$ cat src/rtl/div_recon_mul.sv
// Rebuilds a dividend as quotient*divisor + remainder with a shift-add multiplier.
// Optional DIV_RECON_CHECK_EN adds a reference-dividend compare and a mismatch counter.
module div_recon_mul #(
    parameter int QUOTIENT_BITDEPTH  = 16,
    parameter int DIVISOR_BITDEPTH   = 16,
    parameter int MUL_BITS_PER_CYCLE = 1
) (
    input  logic                                        i_sclk,
    input  logic                                        i_rst,
    input  logic                                        i_input_valid,
    output logic                                        o_input_ready,
    input  logic [QUOTIENT_BITDEPTH-1:0]                i_quotient,
    input  logic [DIVISOR_BITDEPTH-1:0]                 i_divisor,
    input  logic [DIVISOR_BITDEPTH-1:0]                 i_remainder,
    output logic                                        o_output_valid,
    output logic [QUOTIENT_BITDEPTH+DIVISOR_BITDEPTH-1:0] o_product,
    output logic [QUOTIENT_BITDEPTH-1:0]                o_dividend,
    output logic                                        o_overflow,
    output logic                                        o_rem_error
`ifdef DIV_RECON_CHECK_EN
    ,
    input  logic [QUOTIENT_BITDEPTH-1:0]                i_ref_dividend,
    output logic                                        o_mismatch,
    output logic [15:0]                                 o_mismatch_cnt
`endif
);

    localparam int Q     = QUOTIENT_BITDEPTH;
    localparam int D     = DIVISOR_BITDEPTH;
    localparam int K     = MUL_BITS_PER_CYCLE;
    localparam int W     = Q + D;
    localparam int STEPS = Q / K;
    localparam int SW    = (STEPS > 1) ? $clog2(STEPS) : 1;

    if (Q % K != 0) begin : g_bad_k
        $error("MUL_BITS_PER_CYCLE must divide QUOTIENT_BITDEPTH");
    end
    if (D > Q) begin : g_bad_d
        $error("DIVISOR_BITDEPTH must not exceed QUOTIENT_BITDEPTH");
    end

    typedef enum logic {IDLE, MUL} state_t;

    state_t        state;
    logic [W-1:0]  acc;
    logic [W-1:0]  md;
    logic [Q-1:0]  mq;
    logic [SW-1:0] step;
    logic          rem_err_r;
    logic [W-1:0]  acc_nxt;
    logic          last;

    assign o_input_ready = (state == IDLE);
    assign acc_nxt = acc + md * {{(W-K){1'b0}}, mq[K-1:0]};
    assign last    = (step == SW'(STEPS - 1));

    always_ff @(posedge i_sclk or posedge i_rst) begin
        if (i_rst) begin
            state          <= IDLE;
            acc            <= '0;
            md             <= '0;
            mq             <= '0;
            step           <= '0;
            rem_err_r      <= 1'b0;
            o_output_valid <= 1'b0;
            o_product      <= '0;
            o_dividend     <= '0;
            o_overflow     <= 1'b0;
            o_rem_error    <= 1'b0;
        end else begin
            o_output_valid <= 1'b0;
            case (state)
                IDLE: begin
                    if (i_input_valid) begin
                        acc       <= W'(i_remainder);
                        mq        <= i_quotient;
                        md        <= W'(i_divisor);
                        step      <= '0;
                        rem_err_r <= (i_divisor == '0) || (i_remainder >= i_divisor);
                        state     <= MUL;
                    end
                end
                MUL: begin
                    acc  <= acc_nxt;
                    md   <= md << K;
                    mq   <= mq >> K;
                    step <= step + SW'(1);
                    if (last) begin
                        o_product      <= acc_nxt;
                        o_dividend     <= acc_nxt[Q-1:0];
                        o_overflow     <= |acc_nxt[W-1:Q];
                        o_rem_error    <= rem_err_r;
                        o_output_valid <= 1'b1;
                        state          <= IDLE;
                    end
                end
                default: state <= IDLE;
            endcase
        end
    end

`ifdef DIV_RECON_CHECK_EN
    logic [Q-1:0] ref_r;
    logic         mm_nxt;

    assign mm_nxt = (acc_nxt != W'(ref_r)) || rem_err_r;

    always_ff @(posedge i_sclk or posedge i_rst) begin
        if (i_rst) begin
            ref_r          <= '0;
            o_mismatch     <= 1'b0;
            o_mismatch_cnt <= '0;
        end else begin
            if (o_input_ready && i_input_valid)
                ref_r <= i_ref_dividend;
            if (state == MUL && last) begin
                o_mismatch <= mm_nxt;
                if (mm_nxt && o_mismatch_cnt != 16'hFFFF)
                    o_mismatch_cnt <= o_mismatch_cnt + 16'd1;
            end
        end
    end
`endif

endmodule
$ cat config.mk
export PLATFORM = sky130hd
export DESIGN_NAME = div_recon_mul
export DESIGN_NICKNAME = d
export VERILOG_FILES = /design/src/rtl/div_recon_mul.sv
export SDC_FILE = /design/constraint.sdc
export NUM_CORES = 1
export LEC_CHECK = 0
export BUFFER_PORTS_ARGS = -buffer_cell sky130_fd_sc_hd__buf_2
export CAP_MARGIN = 10
export CORE_MARGIN = 2
export CORE_UTILIZATION = 45
export CTS_BUF_LIST = sky130_fd_sc_hd__clkbuf_2
export CTS_CLUSTER_SIZE = 10
export DETAILED_ROUTE_END_ITERATION = 16
export PLACE_DENSITY = 0.7
export SLEW_MARGIN = 40
export SYNTH_ARGS = -nofsm -noshare
export SYNTH_HDL_FRONTEND = slang
export SYNTH_SLANG_ARGS = --single-unit
export TNS_END_PERCENT = 5
$ cat constraint.sdc
create_clock -name i_sclk -period 11.5 [get_ports i_sclk]
set_input_delay 3.45 -clock i_sclk [delete_from_list [all_inputs] [get_ports i_sclk]]
set_output_delay 3.45 -clock i_sclk [all_outputs]
set_load 0.02 [all_outputs]
==> results.env, run 1 <==
CTS_TREE='done'
TRITONCTS.NUM_BUFFERS=17
GRT_PASS1_VIAS=5613
MAX_SLEW.WORST_PIN.SLEW_PS=752
TIMING.FINAL.HOLD_VIOLATIONS=0
IO_BUFFER_COUNT=102
DRIVE_ABOVE_1_SHARE_PCT=17.2
GRT_START_MAX_NET_PINS=113
SYNTH_ASYNC_SR_FLOP_SHARE_PCT=100
YS_SEQ_ELEMENTS=121
RESULT_OF_THE_RUN='complete, no violations'
SYNTHESIS.YOSYS.WARNINGS=0
POWER.COMBINATIONAL.FRACTION_PCT=43.3
CTSHOLDBUFFERS=0
GROUTE.USAGE.OVERALL_PCT=20.8
CLOCK-SKEW-FINAL_PS=30.8
SYNTHESIS.INSTANCES=830
POST-LAYOUT-TOTAL-POWER_mW=1.83
CLOCK-SINKS=121
POST_CTS_RESIZE_COUNT=0
PERIOD_NEEDED_PS=5010
GP_ROUTABILITY_CONGESTION=0.883
P_SWITCHING_mW=0.800
WIRELENGTH_UM=17500
ANTENNA_FOUND_INITIAL=2
POSTSYNTHAREAPERCELL_UM2=8.92
SYNTH_TOP_AREA_SHARE_PCT=40.9
LAYOUT.NETS=999
HP-START='o_product[29]$_DFFE_PP0P_'
WORST_SETUP_PATH_STARTPOINT='state$_DFF_PP0_'
SYNTHDISTINCTLIBCELLS=62
MAXCAPVIOLATIONS=0
TOTALNEGATIVESETUPSLACK_PS=0
FINAL_MAX_SLEW_VIOL_COUNT=0
SETUP-VIOLATIONS-FINAL=0
WORST-ENDPOINT-REQUIRED_PS=8050
DRC=0
MAX-SLEW-MARGIN-REL_PCT=49.5
FIRST_PASS_ITERS=4
GRT_UTIL_MET1_PCT=31.8
GRT_PASS1_WL_UM=29200
CTS_MAX_LEVEL=4
BOUNDARYPINS=103
LAYOUT-AREA-OVERHEAD-VS-SYNTH_PCT=11.6
GRT_OVERFLOW=0
TIMING_WORST_SETUP_PATH_TYPE='reg -> out'
VIA_COUNT=6081
ARRIVAL_PS=1560
YS_SEQ_AREA_SHARE_PCT=40.9
LEAKAGEPOWER_nW=4.22
CLOCKROOTBUFFER='sky130_fd_sc_hd__clkbuf_2'
YS_TOP_CELLS_BY_COUNT='sky130_fd_sc_hd__nand2_1, sky130_fd_sc_hd__dfrtp_1, sky130_fd_sc_hd__o21ai_0'
MAPPED_NETS=930
GR-USAGE-MET3_PCT=4.38
DRT-INITIAL-DRC-COUNT=458
VDD.IR_DROP.WORST_mV=0.0798
CLKLATENCYLATEPIN_PS=710
GRT-BUSIEST-LAYER='met1'
COREAREA_UM2=16000
DP_HPWL_UM=12600
CLOCK_SHARE_OF_POWER_PCT=17.5
SYNTH_MOST_COMMON_CELL='sky130_fd_sc_hd__nand2_1'
R2R_START='mq[0]$_DFFE_PP0P_'
RSZ0062_AT_GRT='no'
POWER.SHARE.SWITCHING_PCT=43.8
INTERNAL_POWER_mW=1.03
CP-END-KIND='primary output'
CRIT_PATH_START_KIND='flop'
MIN-DELAY-PATH-CLASS='reg -> reg'
ANTENNA_VIOLATING_NETS_POST_ROUTE=0
SYN-CELL-AREA_UM2=7410
POST-CTS-SETUP-BUFFERS=0
DIEAREA_UM2=17500
NUM_ROWS=46
SYNTH_LARGEST_AREA_CELL='sky130_fd_sc_hd__dfrtp_1'
INITIAL_CORE_UTIL_PCT=46.3
CLK_PIN_SLEW_PS=200
ROUTE.DETAILED.WL_PER_INST_UM=15.5
CRITICAL_PATH_PEAK_FANOUT=15
YS.FLOP_TYPE='sky130_fd_sc_hd__dfrtp_1'
SYNTH_EDF_COUNT=0
NUMBER_OF_BUFFERS_BETWEEN_CLOCK_ROOT_AND_THE_DEEPEST_SINK=2
MAX_FREQUENCY_MHz=200
DIE_WIDTH_UM=132
POWER_DENSITY_CELLS_nW_PER_UM2=221
VIAS_PER_CELL=5.38
DIE_H_UM=132
FIN_CRIT_SH_PCT=43.6
GLOBAL_ROUTE.USAGE.MET2_PCT=29.1
SYNTH.TOP_CELLS.BY_AREA='sky130_fd_sc_hd__dfrtp_1, sky130_fd_sc_hd__nand2_1, sky130_fd_sc_hd__ha_1'
P_SEQ_SHARE_PCT=39.2
## layout make-up
cell class / count / area (um^2)
flip-flops and latches: 121 / 3030
clock inverters: 15 / 200
multi-input cells: 627 / 4010
fillers: 1551 / 7740
well taps: 216 / 270
repair buffers: 107 / 562
diodes: 2 / 5.00
inverters: 25 / 96.3
clock buffers: 17 / 85.1
## cells in the final DEF, fill, tap and decap left out, drive strengths merged, types with 5 or more instances in the layout
cell / Yosys / final
a211oi: 9 / 9
a21o: 20 / 20
a21oi: 40 / 40
a22o: 10 / 10
a31oi: 8 / 8
and2: 36 / 36
and3: 7 / 7
buf: 20 / 107
clkbuf: 37 / 17
clkinv: 1 / 7
dfrtp: 121 / 121
ha: 48 / 48
inv: 24 / 26
mux2i: 43 / 43
nand2: 175 / 175
nand4: 15 / 15
nor2: 17 / 17
nor2b: 7 / 7
nor3: 9 / 9
nor4: 8 / 8
o21a: 5 / 5
o21ai: 98 / 98
or3: 5 / 5
xnor2: 14 / 14
xor2: 8 / 8
## per-layer routing
metal	vias up	wire, um
met2	153	7250
met5	-	0
met1	2841	9080
met3	18	903
li1	3069	-
met4	0	245
## power groups by stage
| stage | sequential, mW | combinational [mW] | clock [mW] |
|---|---|---|---|
| 4_1_cts | 0.717 | 0.790 | 0.327 |
| 5_1_grt | 0.744 | 0.888 | 0.347 |
| 3_5_place_dp | 0.725 | 0.788 | 0 |
| 2_1_floorplan | 0.755 | 0.553 | 0 |
| 3_3_place_gp | 0.721 | 0.774 | 0 |
| 6_report | 0.716 | 0.791 | 0.319 |
## sequential cells by signal (all words and copies together), names as in the netlist
register	cells
md	32
step	4
acc	32
o_rem_error	1
rem_err_r	1
o_overflow	1
mq	16
state	1
o_product	32
o_output_valid	1
## metrics by stage
step / std cells / area [um^2] / utilization [%] / hold WS, ps / setup slack (ps)
2_1_floorplan: 830 / 7410 / - / 440 / 4840
3_5_place_dp: 1096 / 7970 / 49.8 / 461 / 6120
6_report: 1130 / 8260 / 51.6 / 494 / 6490
4_1_cts: 1128 / 8260 / 51.6 / 503 / 6430
5_1_grt: 1130 / 8260 / 51.6 / 519 / 6380
3_3_place_gp: 1096 / 7960 / 49.7 / 455 / 6140
## path summary, 6_finish.rpt
path	slack, ps	to	cells past startpoint
worst max-delay path	6490	o_input_ready	2
worst min-delay path	490	o_product[29]$_DFFE_PP0P_	2
worst max register to register	7510	o_overflow$_DFFE_PP0P_	12
worst min register to register	490	o_product[29]$_DFFE_PP0P_	2
max in group asynchronous	7570	state$_DFF_PP0_	3
min in group asynchronous	2810	acc[1]$_DFFE_PP0P_	2
## cells by family (layout without fill, tap and decap cells)
family	Yosys count	count (layout)	synth area share, %
flops	121	121	40.9
xor+xnor	22	22	2.60
mux	46	46	6.27
buf+inv	82	164	4.97
compound gates	221	221	18.8
simple gates	289	289	18.1
other cells	0	2	0
fa+ha+maj	49	49	8.38
## worst max-delay path, cell delays in order, from the launching register on
cell,delay [ps]
sky130_fd_sc_hd__dfrtp_4,610
sky130_fd_sc_hd__inv_1,100
sky130_fd_sc_hd__buf_2,160
(Power assumes the default switching activity.)
==> run 2, diff against run 1 <==
==> constraint.sdc (replaced) <==
create_clock -name i_sclk -period 5.1 [get_ports i_sclk]
set_input_delay 1.53 -clock i_sclk [delete_from_list [all_inputs] [get_ports i_sclk]]
set_output_delay 1.53 -clock i_sclk [all_outputs]
set_load 0.02 [all_outputs]
==> results.env, run 2 (synthesis gave the netlist of run 1 again) <==
GROUTE.USAGE.OVERALL_PCT=21.2  # +0.41 points
VIAS_PER_CELL=5.39  # +0.17%
REG_TOP3='acc (32), md (32), o_product (32)'
GRT_START_MAX_NET_PINS=70  # -38%
NUMBER_OF_BUFFERS_BETWEEN_CLOCK_ROOT_AND_THE_DEEPEST_SINK=2  # unchanged
DRT-INITIAL-DRC-COUNT=412  # -10%
MIN-DELAY-PATH-CLASS='reg -> reg'
TRITONCTS.NUM_BUFFERS=17  # unchanged
CRITICAL_PATH.MAX_STAGE_DELAY_PS=690  # +80 ps
INITIAL_CORE_UTIL_PCT=46.3  # unchanged
LAYOUT.NETS=1001  # +0.20%
CP-END-KIND='flop'
MAXCAPVIOLATIONS=0  # unchanged
ARRIVAL_PS=4630  # +3070 ps
WIRELENGTH_UM=17600  # +0.55%
VIA_COUNT=6097  # +0.26%
TOTALNEGATIVESETUPSLACK_PS=0  # unchanged
NUM_ROWS=46  # unchanged
DIE_WIDTH_UM=132  # unchanged
CTSHOLDBUFFERS=0  # unchanged
GRT_PASS1_VIAS=5754  # +2.5%
RESULT_OF_THE_RUN='complete, no violations'
GP_ROUTABILITY_CONGESTION=0.902  # +2.2%
CLOCK-SKEW-FINAL_PS=39.5  # +8.75 ps
DIE_H_UM=132  # unchanged
SETUP-VIOLATIONS-FINAL=0  # unchanged
POWER_DENSITY_CELLS_nW_PER_UM2=490  # +120%
ANTENNA_VIOLATING_NETS_POST_ROUTE=0  # unchanged
WORST_PATH_CELL_WITH_THE_LONGEST_STAGE_DELAY='sky130_fd_sc_hd__dfrtp_1'
GRT_OVERFLOW=0  # unchanged
MAX-SLEW-MARGIN-REL_PCT=51.4  # +1.9 points
MAX_FREQUENCY_MHz=250
LAYOUT-AREA-OVERHEAD-VS-SYNTH_PCT=11.1
DP_CELLS=1098  # +0.18%
FINAL_MAX_SLEW_VIOL_COUNT=0  # unchanged
ROUTE.DETAILED.WL_PER_INST_UM=15.5  # +0.47%
COREAREA_UM2=16000  # unchanged
CLK_PIN_SLEW_PS=190  # about the same
DP_HPWL_UM=13200  # +4.9%
CTS_TREE='done'
FINAL_CELL_MIX='sky130_fd_sc_hd__nand2_1, sky130_fd_sc_hd__dfrtp_1, sky130_fd_sc_hd__buf_2'
CP_TOP_FAMILY='compound AO/OA/AOI/OAI gates'
TIMING.FINAL.HOLD_VIOLATIONS=0  # unchanged
WORST-ENDPOINT-REQUIRED_PS=5720  # -2330 ps
DIEAREA_UM2=17500  # unchanged
GRT_PASS1_WL_UM=29900  # +2.5%
CP_CELL_SEQUENCE='and2_1 > ha_1 > fa_1 > a21o_1 > a221oi_2 > o21bai_2 > a2111o_1 > a31oi_1 > o2111ai_1 > nor4_2 > nand4_1 > o32a_1'
BOUNDARYPINS=103  # unchanged
LEAKAGEPOWER_nW=4.20  # -0.50%
LAYOUT.CELL_AREA.NON_FILLER_UM2=8230  # -0.41%
CLOCK-SINKS=121  # unchanged
RSZ0062_AT_GRT='no'
HOLD_SLACK_PS=495  # +0.911 ps
MAX_SLEW.WORST_PIN.SLEW_PS=724  # -28.1 ps
VDD.IR_DROP.WORST_mV=0.212  # +170%
PERIOD_NEEDED_PS=4010
POST_CTS_RESIZE_COUNT=0  # unchanged
PLACEMENT.CELL_AREA_UM2=7990  # +0.20%
LAYOUTNONFILLERINSTCOUNT=1131  # +0.088%
TIMING_WORST_SETUP_PATH_TYPE='reg -> reg'
CLKLATENCYLATEPIN_PS=730  # +20 ps
POST-LAYOUT-TOTAL-POWER_mW=4.03  # +120%
CRIT_PATH_START_KIND='flop'
IO_BUFFER_COUNT=102  # unchanged
FIRST_PASS_ITERS=5  # +1
ANTENNA_FOUND_INITIAL=1  # -1
FIN_CRIT_SH_PCT=78.5
MOST_COMMON_LIBRARY_CELL_IN_THE_LAYOUT_IGNORING_FILL_AND_TAPS='sky130_fd_sc_hd__nand2_1'
POST-CTS-SETUP-BUFFERS=0  # unchanged
CRITICAL_PATH.N_BUFFERS_INVERTERS=0  # -2
CRITICAL_PATH_PEAK_FANOUT=33  # +18
DRIVE_ABOVE_1_SHARE_PCT=17.3  # +0.072 points
DRC=0  # unchanged
CLOCKROOTBUFFER='sky130_fd_sc_hd__clkbuf_2'
CTS_MAX_LEVEL=4  # unchanged
## run 2: through the flow
stage | setup slack [ps] | util, %
after floorplan | 356 | -
after global placement | 1170 | 49.9
after detailed placement | 1120 | 49.9
after CTS | 1100 | 51.4
after global routing | 800 | 51.4
final | 1090 | 51.4
## run 2: worst min-delay path, delay by kind of cell, from the launching register on
kind | cells | cell delay (ps)
and+or+nand+nor | 2 | 110
DFF | 1 | 370
## run 2: area by class of cell
type	count	area, um^2
clock inverters	15	154
inverters	25	96.3
flip-flops and latches	121	3030
repair buffers	109	578
diodes	1	2.50
multi-input cells	627	4010
fillers	1526	7770
clock buffers	17	85.1
well taps	216	270
## run 2: layer usage
metal	up-vias	part of all wire, %	track usage [%]
li1	3056	-	-
met1	2891	52	32.3
met2	134	42	30.4
met3	16	4.6	4.69
met4	0	0.98	5.14
met5	-	0	0
## run 2: report_power, final
group / total [mW] / internal, mW / switching [mW]
clock network: 0.621 / 0.223 / 0.398
registers: 1.65 / 1.34 / 0.314
logic: 1.76 / 0.652 / 1.11
total: 4.03 / 2.21 / 1.82
## run 2: path summary, 6_finish.rpt
| check | from | to | slack [ps] | cells past startpoint |
|---|---|---|---|---|
| min in group asynchronous | i_rst | o_rem_error$_DFFE_PP0P_ | 830 | 2 |
| worst min register to register | o_product[21]$_DFFE_PP0P_ | o_product[21]$_DFFE_PP0P_ | 490 | 2 |
| max in group asynchronous | i_rst | md[26]$_DFFE_PP0P_ | 3310 | 3 |
| worst max register to register | mq[0]$_DFFE_PP0P_ | o_overflow$_DFFE_PP0P_ | 1090 | 12 |
| worst min-delay path | o_product[21]$_DFFE_PP0P_ | o_product[21]$_DFFE_PP0P_ | 490 | 2 |
| worst max-delay path | mq[0]$_DFFE_PP0P_ | o_overflow$_DFFE_PP0P_ | 1090 | 12 |
==> run 3, diff against run 2 <==
==> constraint.sdc (replaced) <==
create_clock -name i_sclk -period 4 [get_ports i_sclk]
set_input_delay 1.2 -clock i_sclk [delete_from_list [all_inputs] [get_ports i_sclk]]
set_output_delay 1.2 -clock i_sclk [all_outputs]
set_load 0.02 [all_outputs]
==> results.env, run 3 (synthesis gave the netlist of run 1 again) <==
CLOCK-SINKS=121  # unchanged
IO_BUFFER_COUNT=102  # unchanged
FINAL_MAX_SLEW_VIOL_COUNT=0  # unchanged
INITIAL_CORE_UTIL_PCT=46.3  # unchanged
CLOCK-SKEW-FINAL_PS=39.6  # +0.0805 ps
LAYOUT.NETS=1005  # +0.40%
MOST_COMMON_LIBRARY_CELL_IN_THE_LAYOUT_IGNORING_FILL_AND_TAPS='sky130_fd_sc_hd__nand2_1'
RSZ0062_AT_GRT='no'
DP_HPWL_UM=13000  # -1.5%
GROUTE.USAGE.OVERALL_PCT=21.0  # -0.13 points
LAYOUTNONFILLERINSTCOUNT=1135  # +0.35%
POST-CTS-SETUP-BUFFERS=0  # unchanged
RESULT_OF_THE_RUN='complete, no violations'
TIMING_WORST_SETUP_PATH_TYPE='reg -> reg'
GRT_START_MAX_NET_PINS=97  # +39%
DIE_WIDTH_UM=132  # unchanged
REG_TOP3='acc (32), md (32), o_product (32)'
PERIOD_NEEDED_PS=3700  # -303 ps
WORST-ENDPOINT-REQUIRED_PS=4620  # -1100 ps
POWER.COMBINATIONAL.FRACTION_PCT=44.4  # +0.8 points
VDD.IR_DROP.WORST_mV=0.244  # +15%
DRIVE_ABOVE_1_SHARE_PCT=17.6  # +0.36 points
COREAREA_UM2=16000  # unchanged
CTS_TREE='done'
BOUNDARYPINS=103  # unchanged
DRT-INITIAL-DRC-COUNT=529  # +28%
GRT_OVERFLOW=0  # unchanged
TOTALNEGATIVESETUPSLACK_PS=0  # unchanged
MAXCAPVIOLATIONS=0  # unchanged
LEAKAGEPOWER_nW=4.23  # +0.74%
INTERNAL_POWER_mW=2.84  # +28%
ARRIVAL_PS=4320  # -310 ps
CLKLATENCYLATEPIN_PS=710  # -20 ps
DP_CELLS=1102  # +0.36%
GP_ROUTABILITY_CONGESTION=0.895  # -0.83%
MIN-DELAY-PATH-CLASS='in -> async'
FIRST_PASS_ITERS=5  # unchanged
TRITONCTS.NUM_BUFFERS=17  # unchanged
DRC=0  # unchanged
WIRELENGTH_UM=17700  # +0.47%
CTSHOLDBUFFERS=0  # unchanged
ANTENNA_FOUND_INITIAL=1  # unchanged
FIN_CRIT_SH_PCT=92.6  # +14 points
CTS_MAX_LEVEL=4  # unchanged
VIA_COUNT=6125  # +0.46%
TIMING.FINAL.HOLD_VIOLATIONS=0  # unchanged
CLK_PIN_SLEW_PS=200  # about the same
LAYOUT-AREA-OVERHEAD-VS-SYNTH_PCT=11.6
CP-END-KIND='flop'
NUMBER_OF_BUFFERS_BETWEEN_CLOCK_ROOT_AND_THE_DEEPEST_SINK=2  # unchanged
P_SWITCHING_mW=2.32  # +28%
CLOCK_SHARE_OF_POWER_PCT=15.2  # -0.2 points
FINAL_CELL_MIX='sky130_fd_sc_hd__nand2_1, sky130_fd_sc_hd__dfrtp_1, sky130_fd_sc_hd__buf_2'
MAX-SLEW-MARGIN-REL_PCT=58.4  # +7.0 points
POWER_DENSITY_CELLS_nW_PER_UM2=624  # +27%
CRITICAL_PATH_PEAK_FANOUT=9  # -73%
CLOCKROOTBUFFER='sky130_fd_sc_hd__clkbuf_2'
SETUP-VIOLATIONS-FINAL=0  # unchanged
MAX_FREQUENCY_MHz=270  # +8.2%
VIAS_PER_CELL=5.40  # +0.11%
ROUTE.DETAILED.WL_PER_INST_UM=15.6  # +0.12%
POWER.SHARE.SWITCHING_PCT=45.0  # -0.14 points
GRT_PASS1_WL_UM=29600  # -0.90%
ANTENNA_VIOLATING_NETS_POST_ROUTE=0  # unchanged
P_SEQ_SHARE_PCT=40.4  # -0.6 points
CRIT_PATH_START_KIND='flop'
POST_CTS_RESIZE_COUNT=0  # unchanged
DIEAREA_UM2=17500  # unchanged
NUM_ROWS=46  # unchanged
MAX_SLEW.WORST_PIN.SLEW_PS=620  # -105 ps
GRT_PASS1_VIAS=5725  # -0.50%
DIE_H_UM=132  # unchanged
==> run 3: changes by cell type in the layout (fill, tap and decap cells not counted) <==
cell,change
sky130_fd_sc_hd__inv_4,-1
sky130_fd_sc_hd__buf_4,+3
sky130_fd_sc_hd__buf_6,+1
sky130_fd_sc_hd__inv_2,+1
sky130_fd_sc_hd__clkinv_4,+1
sky130_fd_sc_hd__clkinvlp_4,-2
sky130_fd_sc_hd__inv_6,+1
==> run 3: layout make-up <==
class | instances | area, um^2
repair buffers | 113 | 612
inverters | 25 | 97.6
diodes | 1 | 2.50
fillers | 1525 | 7740
well taps | 216 | 270
flip-flops and latches | 121 | 3030
multi-input cells | 627 | 4010
clock buffers | 17 | 85.1
clock inverters | 15 | 153
==> run 3: final timing paths <==
check,startpoint,end,slack [ps],cells past startpoint
worst max-delay path,mq[0]$_DFFE_PP0P_,o_overflow$_DFFE_PP0P_,300,12
worst max register to register,mq[0]$_DFFE_PP0P_,o_overflow$_DFFE_PP0P_,300,12
min in group i_sclk,o_product[21]$_DFFE_PP0P_,o_product[21]$_DFFE_PP0P_,500,2
worst min register to register,o_product[21]$_DFFE_PP0P_,o_product[21]$_DFFE_PP0P_,500,2
max in group asynchronous,i_rst,state$_DFF_PP0_,2700,3
worst min-delay path,i_rst,o_output_valid$_DFF_PP0_,490,2
==> run 3: power by group through the flow <==
stage          combinational (mW)  sequential [mW]  clock (mW)
2_1_floorplan                1.59             2.17           0
3_3_place_gp                 2.24             2.10           0
3_5_place_dp                 2.28             2.10           0
4_1_cts                      2.28             2.08       0.813
5_1_grt                      2.55             2.15       0.874
6_report                     2.29             2.08       0.784
==> run 3: critical path, stage by stage (launching register included) <==
cell,delay [ps]
sky130_fd_sc_hd__dfrtp_1,490
sky130_fd_sc_hd__and2_1,170
sky130_fd_sc_hd__ha_1,220
sky130_fd_sc_hd__fa_1,410
sky130_fd_sc_hd__a21o_1,230
sky130_fd_sc_hd__a221oi_2,480
sky130_fd_sc_hd__o21bai_2,190
sky130_fd_sc_hd__a2111o_1,460
sky130_fd_sc_hd__a31oi_1,190
sky130_fd_sc_hd__o2111ai_1,150
sky130_fd_sc_hd__nor4_2,190
sky130_fd_sc_hd__nand4_1,130
sky130_fd_sc_hd__o32a_1,310
==> run 3: stage by stage <==
step / area (um^2) / total power, mW / utilization (%) / setup slack [ps] / hold slack, ps
finish: 8260 / 5.16 / 51.6 / 297 / 493
global route: 8260 / 5.57 / 51.6 / 128 / 411
CTS: 8260 / 5.17 / 51.6 / 340 / 430
detailed placement: 8020 / 4.38 / 50.1 / 374 / 458
global placement: 8020 / 4.34 / 50.1 / 447 / 458
floorplan: 7410 / 3.76 / - / 761 / 440
==> run 3: metal layers <==
layer	vias up	part of all wire [%]	track usage (%)
met4	0	1.4	6.75
met2	158	41	29.3
met3	22	4.7	4.27
met5	-	0	0
li1	3066	-	-
met1	2879	53	32.4
